--- config.mk ---
export PLATFORM = sky130hd
export DESIGN_NAME = junction_phase_arbiter
export DESIGN_NICKNAME = d
export VERILOG_FILES = /design/src/rtl/junction_phase_arbiter.sv
export SDC_FILE = /design/constraint.sdc
export NUM_CORES = 1
export LEC_CHECK = 0
export BUFFER_PORTS_ARGS = -buffer_cell sky130_fd_sc_hd__buf_2
export CAP_MARGIN = 10
export CORE_ASPECT_RATIO = 1.5
export CORE_MARGIN = 4
export CORE_UTILIZATION = 40
export CTS_BUF_LIST = sky130_fd_sc_hd__clkbuf_4 sky130_fd_sc_hd__clkbuf_8
export DETAILED_ROUTE_END_ITERATION = 10
export GPL_TIMING_DRIVEN = 0
export HOLD_SLACK_MARGIN = 0.06
export PLACE_DENSITY = 0.65
export SKIP_LAST_GASP = 1
export SLEW_MARGIN = 15
export SYNTH_ARGS = -nofsm -noshare
export SYNTH_HDL_FRONTEND = slang
export SYNTH_SLANG_ARGS = --single-unit
--- constraint.sdc ---
create_clock -name clock -period 4.7 [get_ports clock]
set_input_delay 0.235 -clock clock [delete_from_list [all_inputs] [get_ports clock]]
set_output_delay 0.235 -clock clock [all_outputs]
set_load 0.01 [all_outputs]
--- src/rtl/junction_phase_arbiter.sv ---
// Four-approach junction phase scheduler: round-robin right-of-way with
// min/max green, fixed yellow and all-red clearance, and an emergency preempt.
module junction_phase_arbiter #(
  parameter int GREEN_MIN = 4,
  parameter int GREEN_MAX = 12,
  parameter int YELLOW_T  = 3,
  parameter int ALLRED_T  = 2,
  parameter int CNT_W     = 4
) (
  input  logic       clock,
  input  logic       clear_n,
  input  logic [3:0] req,
  input  logic       preempt,
  input  logic [1:0] preempt_id,
  output logic [7:0] light,
  output logic [1:0] active,
  output logic [1:0] phase,
  output logic       grant_start
);

  typedef enum logic [1:0] {
    ST_IDLE   = 2'd0,
    ST_GREEN  = 2'd1,
    ST_YELLOW = 2'd2,
    ST_ALLRED = 2'd3
  } state_t;

  localparam logic [CNT_W-1:0] GMIN   = CNT_W'(GREEN_MIN);
  localparam logic [CNT_W-1:0] GMAX   = CNT_W'(GREEN_MAX);
  localparam logic [CNT_W-1:0] Y_LAST = CNT_W'(YELLOW_T - 1);
  localparam logic [CNT_W-1:0] R_LAST = CNT_W'(ALLRED_T - 1);
  localparam logic [CNT_W-1:0] CNT_ONE = CNT_W'(1);

  state_t           state_reg, state_next;
  logic [CNT_W-1:0] cnt_reg, cnt_next;
  logic [1:0]       active_reg, active_next;
  logic [1:0]       last_reg, last_next;
  logic [7:0]       light_reg, light_next;
  logic             grant_reg;
  logic [1:0]       lamp_next;

  logic [1:0] cand [4];
  logic       rr_found;
  logic [1:0] rr_winner;
  logic       arb_valid;
  logic [1:0] arb_winner;
  logic       arb_eval;
  logic       other_req;
  logic       own_req;
  logic       green_exit;

  // cand[k] is the k-th approach visited when searching after the last winner
  genvar gi;
  generate
    for (gi = 0; gi < 4; gi++) begin : g_cand
      assign cand[gi] = last_reg + 2'(gi + 1);
    end
  endgenerate

  always_comb begin
    rr_found  = 1'b0;
    rr_winner = last_reg;
    for (int i = 3; i >= 0; i--) begin
      if (req[cand[i]]) begin
        rr_found  = 1'b1;
        rr_winner = cand[i];
      end
    end
  end

  assign arb_valid  = preempt | rr_found;
  assign arb_winner = preempt ? preempt_id : rr_winner;
  assign other_req  = |(req & ~(4'b0001 << active_reg));
  assign own_req    = req[active_reg];

  // Preempt either pins the current green or cuts it short, never both
  always_comb begin
    if (preempt) begin
      green_exit = (preempt_id != active_reg);
    end else begin
      green_exit = other_req && (cnt_reg >= GMIN) && (!own_req || (cnt_reg >= GMAX));
    end
  end

  always_comb begin
    state_next  = state_reg;
    cnt_next    = cnt_reg;
    active_next = active_reg;
    last_next   = last_reg;
    arb_eval    = 1'b0;
    case (state_reg)
      ST_ALLRED: begin
        if (cnt_reg >= R_LAST) arb_eval = 1'b1;
        else                   cnt_next = cnt_reg + CNT_ONE;
      end
      ST_IDLE: arb_eval = 1'b1;
      ST_GREEN: begin
        if (green_exit) begin
          state_next = ST_YELLOW;
          cnt_next   = '0;
        end else if (cnt_reg < GMAX) begin
          cnt_next = cnt_reg + CNT_ONE;
        end
      end
      ST_YELLOW: begin
        if (cnt_reg >= Y_LAST) begin
          state_next = ST_ALLRED;
          cnt_next   = '0;
        end else begin
          cnt_next = cnt_reg + CNT_ONE;
        end
      end
      default: state_next = ST_ALLRED;
    endcase
    if (arb_eval) begin
      if (arb_valid) begin
        state_next  = ST_GREEN;
        cnt_next    = CNT_ONE;
        active_next = arb_winner;
        last_next   = arb_winner;
      end else begin
        state_next = ST_IDLE;
        cnt_next   = '0;
      end
    end
  end

  always_comb begin
    case (state_next)
      ST_GREEN:  lamp_next = 2'd2;
      ST_YELLOW: lamp_next = 2'd1;
      default:   lamp_next = 2'd0;
    endcase
  end

  generate
    for (gi = 0; gi < 4; gi++) begin : g_light
      assign light_next[2*gi +: 2] = (active_next == 2'(gi)) ? lamp_next : 2'd0;
    end
  endgenerate

  always_ff @(posedge clock) begin
    if (!clear_n) begin
      state_reg  <= ST_ALLRED;
      cnt_reg    <= '0;
      active_reg <= 2'd0;
      last_reg   <= 2'd3;
      light_reg  <= 8'h00;
      grant_reg  <= 1'b0;
    end else begin
      state_reg  <= state_next;
      cnt_reg    <= cnt_next;
      active_reg <= active_next;
      last_reg   <= last_next;
      light_reg  <= light_next;
      grant_reg  <= (state_next == ST_GREEN) && (state_reg != ST_GREEN);
    end
  end

  assign light       = light_reg;
  assign active      = active_reg;
  assign phase       = state_reg;
  assign grant_start = grant_reg;

endmodule

# [Yosys cells after proc, flatten, opt, wreduce, memory -nomap -nowiden]
# Index checks and enable logic that the tools add are counted.
# W data, S select, Z words.
[word_totals] regBits=19 output_inout_bits=13 wordCells=90 input_bits=9
[classes] order_cmp=10 reduce_logical=15 bitwise_logic=3 eq_ne=12 mux=36 add_sub_neg=4 n_shift=1
[ops] op="$mux W4" count=5
[ops] op="$mux W2" count=9
[ops] op="$lt A2 B3 Y1 const B" count=5
[ops] op="$mux W1" count=13
[ops] op="$pmux W4 S3" count=1
[ops] op="$bmux W1 S2" count=5
[ops] op="$eq A2 B2 Y1 const B" count=5
[ops] op="$reduce_and A2 Y1" count=5
[ops] op="$pmux W2 S2" count=2
[ops] op="$eq A2 B1 Y1 const B" count=3
[ops] op="$add A2 B2 Y2 const B" count=2
[ops] op="$add A4 B1 Y4 const B" count=1
[ops] op="$and A4 B4 Y4" count=1
[ops] op="$ge A4 B1 Y1 const B" count=1
[ops] op="$ge A4 B2 Y1 const B" count=1
[ops] op="$ge A4 B3 Y1 const B" count=1
[ops] op="$ge A4 B4 Y1 const B" count=1
[ops] op="$logic_not A2 Y1" count=2
[ops] op="$lt A4 B4 Y1 const B" count=1
[ops] op="$ne A4 B4 Y1 const B" count=1
[ops] op="$not A4 Y4" count=1
[ops] op="$reduce_bool A4 Y1" count=1
[ops] op="$reduce_or A4 Y1" count=1
[ops] op="$shl A1 B2 Y4 const A" count=1
[ops] op="other kinds (10)" count=12

# [Logic depth before layout (Yosys ltp)]
# Gate-level depths: netlist of the first run.
[logic_depth] word_depth=12 depth_mapped=9 ltp_nobuf=8

# [Worst setup path after synthesis of the first run]
# No wires, ideal clock.
[synth_path] kind="reg-to-reg" startpoint="register active_reg[1] (netlist: active[1])" endpoint="register cnt_reg[0]" arrival_time_ps=2012 n_path_buf=1 t_required_ps=4561 setup_time_ps=139 setup_slack_ps=2549 stages_incl_launch_ff=8 period_less_slack_ps=2151 path_cell_list="dfxtp_1 > buf_6 > mux4_2 > maj3_2 > o41ai_4 > o211ai_2 > a21oi_2 > a21oi_1"
[synth_between] elab_chain_cells=10 word_cells_on_any_way=17 classes_between="2 x eq/ne; 1 x shift; 6 x mux; 2 x bitwise; 6 x reduce/logical"
[synth_lines] element="start: declaration" line_no="36" source="logic [1:0] active_reg, active_next;"
[synth_lines] element="start signal: assignment" line_no="153" source="active_reg <= active_next;"
[synth_lines] element="$shl A1 B2 Y4" line_no="73" source="assign other_req = |(req & ~(4'b0001 << active_reg));"
[synth_lines] element="$not A4 Y4" line_no="73"
[synth_lines] element="$and A4 B4 Y4" line_no="73"
[synth_lines] element="$reduce_or A4 Y1" line_no="73"
[synth_lines] element="$logic_and A1 B1 Y1 (2 in series)" line_no="81" source="green_exit = other_req && (cnt_reg >= GMIN) && (!own_req || (cnt_reg >= GMAX));"
[synth_lines] element="$mux W1 *" line_no="78" source="if (preempt) begin"
[synth_lines] element="$mux W4" line_no="98" source="if (green_exit) begin"
[synth_lines] element="$pmux W4 S3" line_no="91" source="case (state_reg)"
[synth_lines] element="$mux W4" line_no="115" source="if (arb_eval) begin"
[synth_lines] element="end signal: assignment" line_no="152" source="cnt_reg <= cnt_next;"
[synth_lines] element="end: declaration" line_no="35" source="logic [CNT_W-1:0] cnt_reg, cnt_next;"
# Mark *: on every way between the ends. The rest lies on a longest branch, timed or not. The select of a mux whose other input is x is not followed.
# A chain may end at the register's enable or synchronous reset.

# [Final worst setup path of the first run]
[layout_path] startpoint="register cnt_reg[1]" endpoint="register light_reg[2] (netlist: light[2])"
[layout_between] elab_chain_cells=9 word_cells_on_any_way=20 classes_between="4 x order compare; 3 x eq/ne; 9 x mux; 4 x reduce/logical"
[layout_lines] element="$ge A4 B3 Y1 / $ge A4 B4 Y1 (equally long branches)" line_no="81"
[layout_lines] element="$logic_and A1 B1 Y1 / $logic_or A1 B1 Y1 (equally long branches)" line_no="81"
[layout_lines] element="$logic_and A1 B1 Y1" line_no="81"
[layout_lines] element="$mux W1" line_no="78"
[layout_lines] element="$mux W2" line_no="98"
[layout_lines] element="$pmux W2 S2" line_no="91"
[layout_lines] element="$mux W2" line_no="115"
[layout_lines] element="$eq A2 B2 Y1 / $eq A2 B1 Y1 (equally long branches)" line_no="129" source="case (state_next)"
[layout_lines] element="$pmux W2 S2" line_no="129"
[layout_lines] element="end signal: assignment" line_no="155" source="light_reg <= light_next;"
[layout_lines] element="end: declaration" line_no="38" source="logic [7:0] light_reg, light_next;"
# Parallel ways exist; a longest one is shown, timed or not.

==> flow_summary.yaml, run 1 <==
hold_path:
  min_from: "preempt_id[1]"
  holdCritPathClass: "in2reg"
cts:
  cts_resized: 0
  clockBufferDepth: 2
  post_cts_buffers: 0
  clock-sinks: 19
  cts_tree: "built"
  clkLatencyLatePin_ns: 0.25
  clkTransAtPathRegs_ns: 0.08
  root_buffer: "clkbuf_8"
  cts_max_level: 1
  numCtsBuffers: 3
  postCtsHoldBufs: 0
power:
  p_int_w: 0.0004924
  p_clk_frac: 0.126
  pwr-share-comb: 0.611
  max-vdd-ir-drop_v: 0.0003629
  switchingPower_w: 0.0004106
  seqPwrFrac: 0.263
  powerDensity_nw_per_um2: 629.8
  swShare: 0.4547
  p_leak_nw: 0.6274
yosys:
  yosysUniqueCellTypes: 46
  syn_inst: 138
  syn_avg_cell_area_um2: 8.940
  synthArstFlopShare: 0
  synth_flop_cell: "dfxtp_1"
  synth_edf_count: 0
  synth_seq_cells: 19
  syn_area_um2: 1234
  synth_nets: 155
  ys_seq_area_frac: 0.3083
  yosysWarnings: 0
worst_setup_path:
  worstSetupStartpointType: "register"
  arrival_ns: 2.58
  r2r-start: "cnt_reg[1]"
  endpoint_kind: "register"
  path_class: "reg2reg"
  worstSetupStartpoint: "cnt_reg[1]"
  critPathRequiredTime_ns: 4.89
  crit_fanout: 6
detailed_routing:
  drtPass1Iterations: 4
  ant_nets: 0
  routed_via_density: 5.559
  vias: 1123
  wire_per_inst_um: 14.09
  drt-initial-drc-count: 22
  drcViolationCount: 0
  wl_mm: 2.846
global_routing:
  grt_pass1_wl_mm: 5.085
  track_usage: 0.1583
  grt_pass1_vias: 1156
  overflow: 0
  antenna_found_initial: 0
  grt_max_degree: 12
job:
  cap_viol_max_count: 0
die:
  std_cell_rows: 24
  dieArea_um2: 4055
  start_util: 0.4192
  die_height_um: 76.02
  die_width_um: 53.35
  ios: 22
  core_area_um2: 2943
timing:
  hold_violations: 0
  tightest_slew_ns: 0.7453
  timing.final.ws_setup_ns: 2.311
  fin_crit_sh: 0.5084
  finalCriticalPeriod_ns: 2.389
  rsz0062_at_grt: "false"
  finalSetupViolations: 0
  slew-limit-headroom: 0.4993
  setup_tns_ns: 0
  max_freq_mhz: 418.5
  maxSlewViolCount: 0
  fin_hold_ws_ns: 0.4840
  clock_skew_ns: 0.003024
layout:
  layout.cells.non_filler: 202
  n_antenna_cell: 0
  fillers: 311
  layout_common_cells: "buf_2 (21), dfxtp_1 (19), nand2_1 (12), nor2_1 (12), inv_1 (11)"
  drive_gt1_frac: 0.2454
  nets: 181
  final_common_cell: "buf_2"
  syn2layout_area_growth_pct: 16.23
  largest_reg_flops: 8
placement:
  pre_cts_slack_ns: 2.340
  place.port_buffers: 21
  gp_congestion: 0.8112
  dp_hpwl_mm: 2.266
  dp_cells: 198
outcome:
  status: "finished clean"
[power groups by stage]
stage	Clock [W]	Sequential [W]	Combinational, W
6_report	0.000114	0.000238	0.000552
5_1_grt	0.000126	0.000244	0.000615
4_1_cts	0.000115	0.000238	0.000550
3_5_place_dp	0	0.000242	0.000548
3_3_place_gp	0	0.000239	0.000533
2_1_floorplan	0	0.000249	0.000414
[logic make-up (layout without fill, tap and decap cells)]
| kind of cell | count (synthesis) | after routing | synth area share |
|---|---|---|---|
| adders and majority gates | 9 | 9 | 0.09027 |
| buffers and inverters | 15 | 40 | 0.06896 |
| muxes | 2 | 2 | 0.02637 |
| DFF | 19 | 19 | 0.3083 |
| and+or+nand+nor | 53 | 53 | 0.2343 |
| xor gates and xnor gates | 2 | 2 | 0.01420 |
| AOI/OAI and AO/OA | 38 | 38 | 0.2576 |
[final cells by class]
| type | instances | area, um^2 | share of cell area |
|---|---|---|---|
| tap | 39 | 48.80 | 0.03403 |
| clock buffer | 3 | 41.29 | 0.02880 |
| buffer | 4 | 43.79 | 0.03054 |
| multi-input combinational | 104 | 768.2 | 0.5358 |
| inverter | 11 | 41.29 | 0.02880 |
| clock inverter | 1 | 5.005 | 0.003490 |
| sequential | 19 | 380.4 | 0.2653 |
| timing repair buffer | 21 | 105.1 | 0.07330 |
[layer usage]
metal	GRT usage	vias to the layer above	routed length, um
met5	0	-	0
met3	0.03131	6	80
met1	0.1927	534	1223
met4	0.04348	0	51
met2	0.2715	24	1491
li1	-	559	-
[per-stage QoR]
stage | instance area [um^2] | util | total power [W]
6_report | 1434 | 0.4872 | 0.0009030
5_1_grt | 1434 | 0.4872 | 0.0009849
4_1_cts | 1434 | 0.4872 | 0.0009031
3_5_place_dp | 1388 | 0.4715 | 0.0007898
3_3_place_gp | 1388 | 0.4715 | 0.0007723
2_1_floorplan | 1234 | - | 0.0006626
[synth_stat cells (2+ instances only)]
| master | number | share of area |
|---|---|---|
| dfxtp_1 | 19 | 0.31 |
| nand2_1 | 12 | 0.037 |
| nor2_1 | 12 | 0.037 |
| inv_1 | 11 | 0.033 |
| ha_1 | 8 | 0.081 |
| nand3_1 | 6 | 0.024 |
| a21oi_1 | 5 | 0.020 |
| o31ai_1 | 5 | 0.030 |
| a21o_1 | 4 | 0.024 |
| nand2b_1 | 4 | 0.020 |
| nor4_1 | 4 | 0.020 |
| o21ai_0 | 4 | 0.016 |
| buf_6 | 3 | 0.027 |
| a21oi_2 | 2 | 0.014 |
| nand3b_1 | 2 | 0.012 |
| nand4_1 | 2 | 0.010 |
| nor3_1 | 2 | 0.0081 |
| o22ai_1 | 2 | 0.010 |
| or2_2 | 2 | 0.010 |
| or3_1 | 2 | 0.010 |
| xor2_1 | 2 | 0.014 |
[path summary, 6_finish.rpt]
path	end	slack, ns	cells after the start
setup / recovery	light[2]	2.31	8
hold / removal	last_reg[1]	0.48	5
setup reg to reg	light[2]	2.31	8
hold reg to reg	last_reg[1]	0.52	2
[critical path: stages, from the launching register on]
cell and delay (ns):
dfxtp_1 0.39, inv_1 0.09, ha_1 0.17, or4b_1 0.54, a21oi_2 0.29, a21oi_1 0.11
o221ai_1 0.31, o211ai_1 0.26, nor2_1 0.15
Power figures use the tool's default switching activity.
==> inputs of run 2 (changes only) <==
Clock period 4.7 ns to 2.3 ns, I/O delays scaled along.
==> flow_summary.yaml, run 2 (synthesis gave the netlist of run 1 again) <==
placement:
  dp_cells: 198
  gp_congestion: 0.8112
  place.port_buffers: 21
  dp_hpwl_mm: 2.266
  placed_cell_area_um2: 1388
hold_path:
  holdCritPathClass: "in2reg"
  holdPathEnd: "last_reg[1]"
  min_from: "preempt_id[1]"
  hold_path_depth: 5
cts:
  numCtsBuffers: 3
  root_buffer: "clkbuf_8"
  clock-sinks: 19
  clockBufferDepth: 2
  clkLatencyLatePin_ns: 0.25
  clkTransAtPathRegs_ns: 0.08
  cts_max_level: 1
  postCtsHoldBufs: 0
  cts_tree: "built"
worst_setup_path:
  regToRegSetupSlack_ns: 0.09
  crit_slowest_cell: "or4b_4"
  crit_fanout: 8
  arrival_ns: 2.40
  path_delay_family: "simple AND/OR/NAND/NOR gates"
  r2r_end: "cnt_reg[3]"
  path_cells: "inv_1 > ha_1 > or4b_4 > a21oi_4 > buf_4 > o22ai_2 > or2_2 > a31oi_1"
  critPathRequiredTime_ns: 2.48
  critical_path.max_stage_delay_ns: 0.52
  worstSetupStartpointType: "register"
  path_class: "reg2reg"
  critPathBufInv: 2
  endpoint_kind: "register"
  r2r-start: "cnt_reg[1]"
  r2r_cells: 8
timing:
  hold_violations: 0
  finalCriticalPeriod_ns: 2.215
  clock_skew_ns: 0.003455
  max_freq_mhz: 451.5
  maxSlewViolCount: 0
  tightest_slew_ns: 0.7188
  fin_crit_sh: 0.9629
  slew-limit-headroom: 0.5164
  setup_tns_ns: 0
  finalSetupViolations: 0
power:
  powerDensity_nw_per_um2: 1354
  max-vdd-ir-drop_v: 0.0007480
  p_leak_nw: 0.6628
die:
  core_area_um2: 2943
  dieArea_um2: 4055
  die_height_um: 76.02
  start_util: 0.4192
  die_width_um: 53.35
  std_cell_rows: 24
  ios: 22
layout:
  finalInstanceArea_um2: 1524
  drive_gt1_frac: 0.3174
  final_core_util: 0.5179
  nets: 185
  layout_common_cells: "buf_2 (21), dfxtp_1 (18), nand2_1 (12), nor2_1 (12), inv_1 (11)"
  n_antenna_cell: 0
  largest_reg_flops: 8
  syn2layout_area_growth_pct: 23.53
  final_common_cell: "buf_2"
  layout.cells.non_filler: 206
job:
  cap_viol_max_count: 0
detailed_routing:
  vias: 1156
  drcViolationCount: 0
  wire_per_inst_um: 15.02
  wl_mm: 3.094
  drtPass1Iterations: 7
  ant_nets: 0
  routed_via_density: 5.612
  drt-initial-drc-count: 20
global_routing:
  track_usage: 0.1641
  antenna_found_initial: 0
  grt_pass1_wl_mm: 5.264
  grt_max_degree: 12
  overflow: 0
  grt_pass1_vias: 1193
outcome:
  status: "finished clean"
[run 2: tightest hold or removal path, cell delays in order]
cell and delay, ns:
buf_2 0.10, nand2_1 0.05, o31ai_1 0.07, nand2_1 0.14, nand3_1 0.11
[run 2: final cells by class]
type                    count  area (um^2)
multi-input cells         104        827.0
inverters                  11        41.29
clock buffers               3        41.29
clock inverters             1        5.005
plain buffers               4        43.79
flip-flops and latches     19        381.6
well taps                  39        48.80
repair buffers             25        135.1
fillers                   302         1419
[run 2: power breakdown]
part	total [W]	internal, W	switching [W]
clock network	0.000233	0.000120	0.000113
logic	0.00134	0.000588	0.000752
registers	0.000490	0.000416	0.0000738
total	0.00206	0.00112	0.000939
[run 2: what timing repair did]
item,4_1_cts,5_1_grt
gates resized for setup,2,10
setup buffers,2,2
pin swaps,1,5
endpoints found under the setup margin,9,13
[run 2: stage by stage]
step                      setup WS (ns)  total power [W]  hold WS [ns]
after floorplan                  0.1489         0.001354        0.3647
after global placement         -0.01760         0.001578        0.5055
after detailed placement       -0.06001         0.001614        0.5093
after CTS                      0.003768         0.001885        0.3590
after global routing           -0.04683         0.002229        0.4164
final                           0.08529         0.002063        0.3615
[run 2: how the worst max path moves through the flow]
stage,from,end,slack (ns),cells after the start
finish,cnt_reg[1],cnt_reg[3],0.09,8
global route,cnt_reg[1],light[2],-0.05,8
CTS,cnt_reg[1],light[2],0.004,8
detailed placement,cnt_reg[0],light[1],-0.06,8
global placement,cnt_reg[1],light[0],-0.02,8
floorplan,active[1],cnt_reg[0],0.15,7
[run 2: routing by layer]
layer | track usage | routed length, um | vias to the layer above
met2 | 0.2899 | 1704 | 35
met3 | 0.02935 | 116 | 4
met1 | 0.1963 | 1239 | 551
met5 | 0 | 0 | -
met4 | 0.03836 | 34 | 0
li1 | - | - | 566
==> inputs of run 3 (changes only) <==
Settings changed: CORE_MARGIN 4 to unset.
==> flow_summary.yaml, run 3 (synthesis gave the netlist of run 1 again) <==
placement:
  dp_hpwl_mm: 2.210
  place.port_buffers: 21
  dp_cells: 198
  placed_cell_area_um2: 1388
  gp_congestion: 0.9210
timing:
  finalSetupViolations: 0
  finalCriticalPeriod_ns: 2.234
  fin_hold_ws_ns: 0.3605
  setup_tns_ns: 0
  tightest_slew_ns: 0.6845
  clock_skew_ns: 0.003488
  max_freq_mhz: 447.6
  fin_crit_sh: 0.9713
  hold_violations: 0
  rsz0062_at_grt: "true"
  slew-limit-headroom: 0.5394
  maxSlewViolCount: 0
detailed_routing:
  drt-initial-drc-count: 16
  ant_nets: 0
  routed_via_density: 5.670
  wire_per_inst_um: 14.70
  wl_mm: 3.029
  drcViolationCount: 0
  vias: 1168
  drtPass1Iterations: 4
global_routing:
  antenna_found_initial: 0
  grt_pass1_wl_mm: 4.740
  track_usage: 0.1918
  overflow: 0
  grt_pass1_vias: 1079
  use_met2: 0.3409
  grt-busiest-layer: "met2"
  grt_max_degree: 12
  met3_usage: 0.01550
  met1_usage: 0.2213
cts:
  cts_tree: "built"
  postCtsHoldBufs: 0
  clock-sinks: 19
  cts_max_level: 1
  clockBufferDepth: 2
  root_buffer: "clkbuf_8"
  clkTransAtPathRegs_ns: 0.08
  clkLatencyLatePin_ns: 0.26
  numCtsBuffers: 3
power:
  max-vdd-ir-drop_v: 0.0008256
  powerDensity_nw_per_um2: 1344
  p_leak_nw: 0.6607
worst_setup_path:
  path_class: "reg2reg"
  endpoint_kind: "register"
  worstSetupStartpointType: "register"
  critPathRequiredTime_ns: 2.45
  arrival_ns: 2.38
  r2r_cells: 8
  r2r-start: "active[1]"
  crit_fanout: 6
  r2r_end: "cnt_reg[2]"
  regToRegSetupSlack_ns: 0.07
layout:
  nets: 185
  finalInstanceArea_um2: 1515
  syn2layout_area_growth_pct: 22.82
  layout_common_cells: "buf_2 (21), dfxtp_1 (18), nand2_1 (12), nor2_1 (12), inv_1 (11)"
  multiInputGateArea_um2: 818.3
  drive_gt1_frac: 0.3174
  final_common_cell: "buf_2"
  n_antenna_cell: 0
  fillers: 281
  layout.cells.non_filler: 206
  largest_reg_flops: 8
  regArea_um2: 381.6
die:
  start_util: 0.4235
  die_width_um: 47.35
  dieArea_um2: 3315
  core_area_um2: 2913
  ios: 22
  std_cell_rows: 24
  die_height_um: 70.02
hold_path:
  holdPathEnd: "last_reg[1]"
  hold_path_depth: 5
  min_from: "preempt_id[1]"
  holdCritPathClass: "in2reg"
outcome:
  status: "finished clean"
job:
  cap_viol_max_count: 0
-- run 3: cell count changes in the layout (fill, tap and decap cells not counted) --
cell,before,now
o211ai_2,0,1
o211ai_4,1,0
-- run 3: per-layer routing --
layer,part of all wire,up-vias
met2,0.55,36
met5,0,-
met1,0.40,557
met4,0.019,0
li1,-,568
met3,0.035,7
-- run 3: worst max-delay path by stage --
stage | startpoint | end | cells past startpoint
final | active[1] | cnt_reg[2] | 8
after global routing | active[1] | cnt_reg[2] | 8
after CTS | active[1] | cnt_reg[0] | 7
after detailed placement | cnt_reg[1] | light[0] | 8
after global placement | cnt_reg[1] | light[6] | 8
after floorplan | active[1] | cnt_reg[0] | 7
-- run 3: worst max-delay path, cell delays in order (launching register included) --
cell	delay, ns
dfxtp_2	0.33
buf_6	0.12
mux4_2	0.51
maj3_2	0.34
o41ai_4	0.28
buf_4	0.20
o211ai_2	0.13
nand4b_1	0.13
o311ai_1	0.10
-- run 3: cell type report --
class,count,area share
Inverter,11,0.02725
Clock inverter,1,0.003303
Tap cell,39,0.03220
Clock buffer,3,0.02725
Multi-Input combinational cell,104,0.5401
Sequential cell,19,0.2519
Timing Repair Buffer,25,0.08918
Buffer,4,0.02890
-- run 3: per-stage QoR --
| step | total power [W] | utilization | worst slack (ns) |
|---|---|---|---|
| 2_1_floorplan | 0.001354 | - | 0.1489 |
| 3_3_place_gp | 0.001577 | 0.4764 | -0.01294 |
| 3_5_place_dp | 0.001608 | 0.4764 | -0.05203 |
| 4_1_cts | 0.001891 | 0.4987 | 0.004837 |
| 5_1_grt | 0.002161 | 0.5202 | -0.02128 |
| 6_report | 0.002037 | 0.5202 | 0.06600 |
-- run 3: report_power, final --
part	switching, W	internal [W]	total (W)
combinational	0.000742	0.000563	0.00131
clock	0.000120	0.000121	0.000241
sequential	0.0000742	0.000416	0.000490
-- run 3: what timing repair did --
item	in CTS	in global routing
endpoints found under the hold margin	0	0
pin swaps	0	8
gates resized for setup	3	8
setup endpoints to repair	8	13
setup buffers	0	4
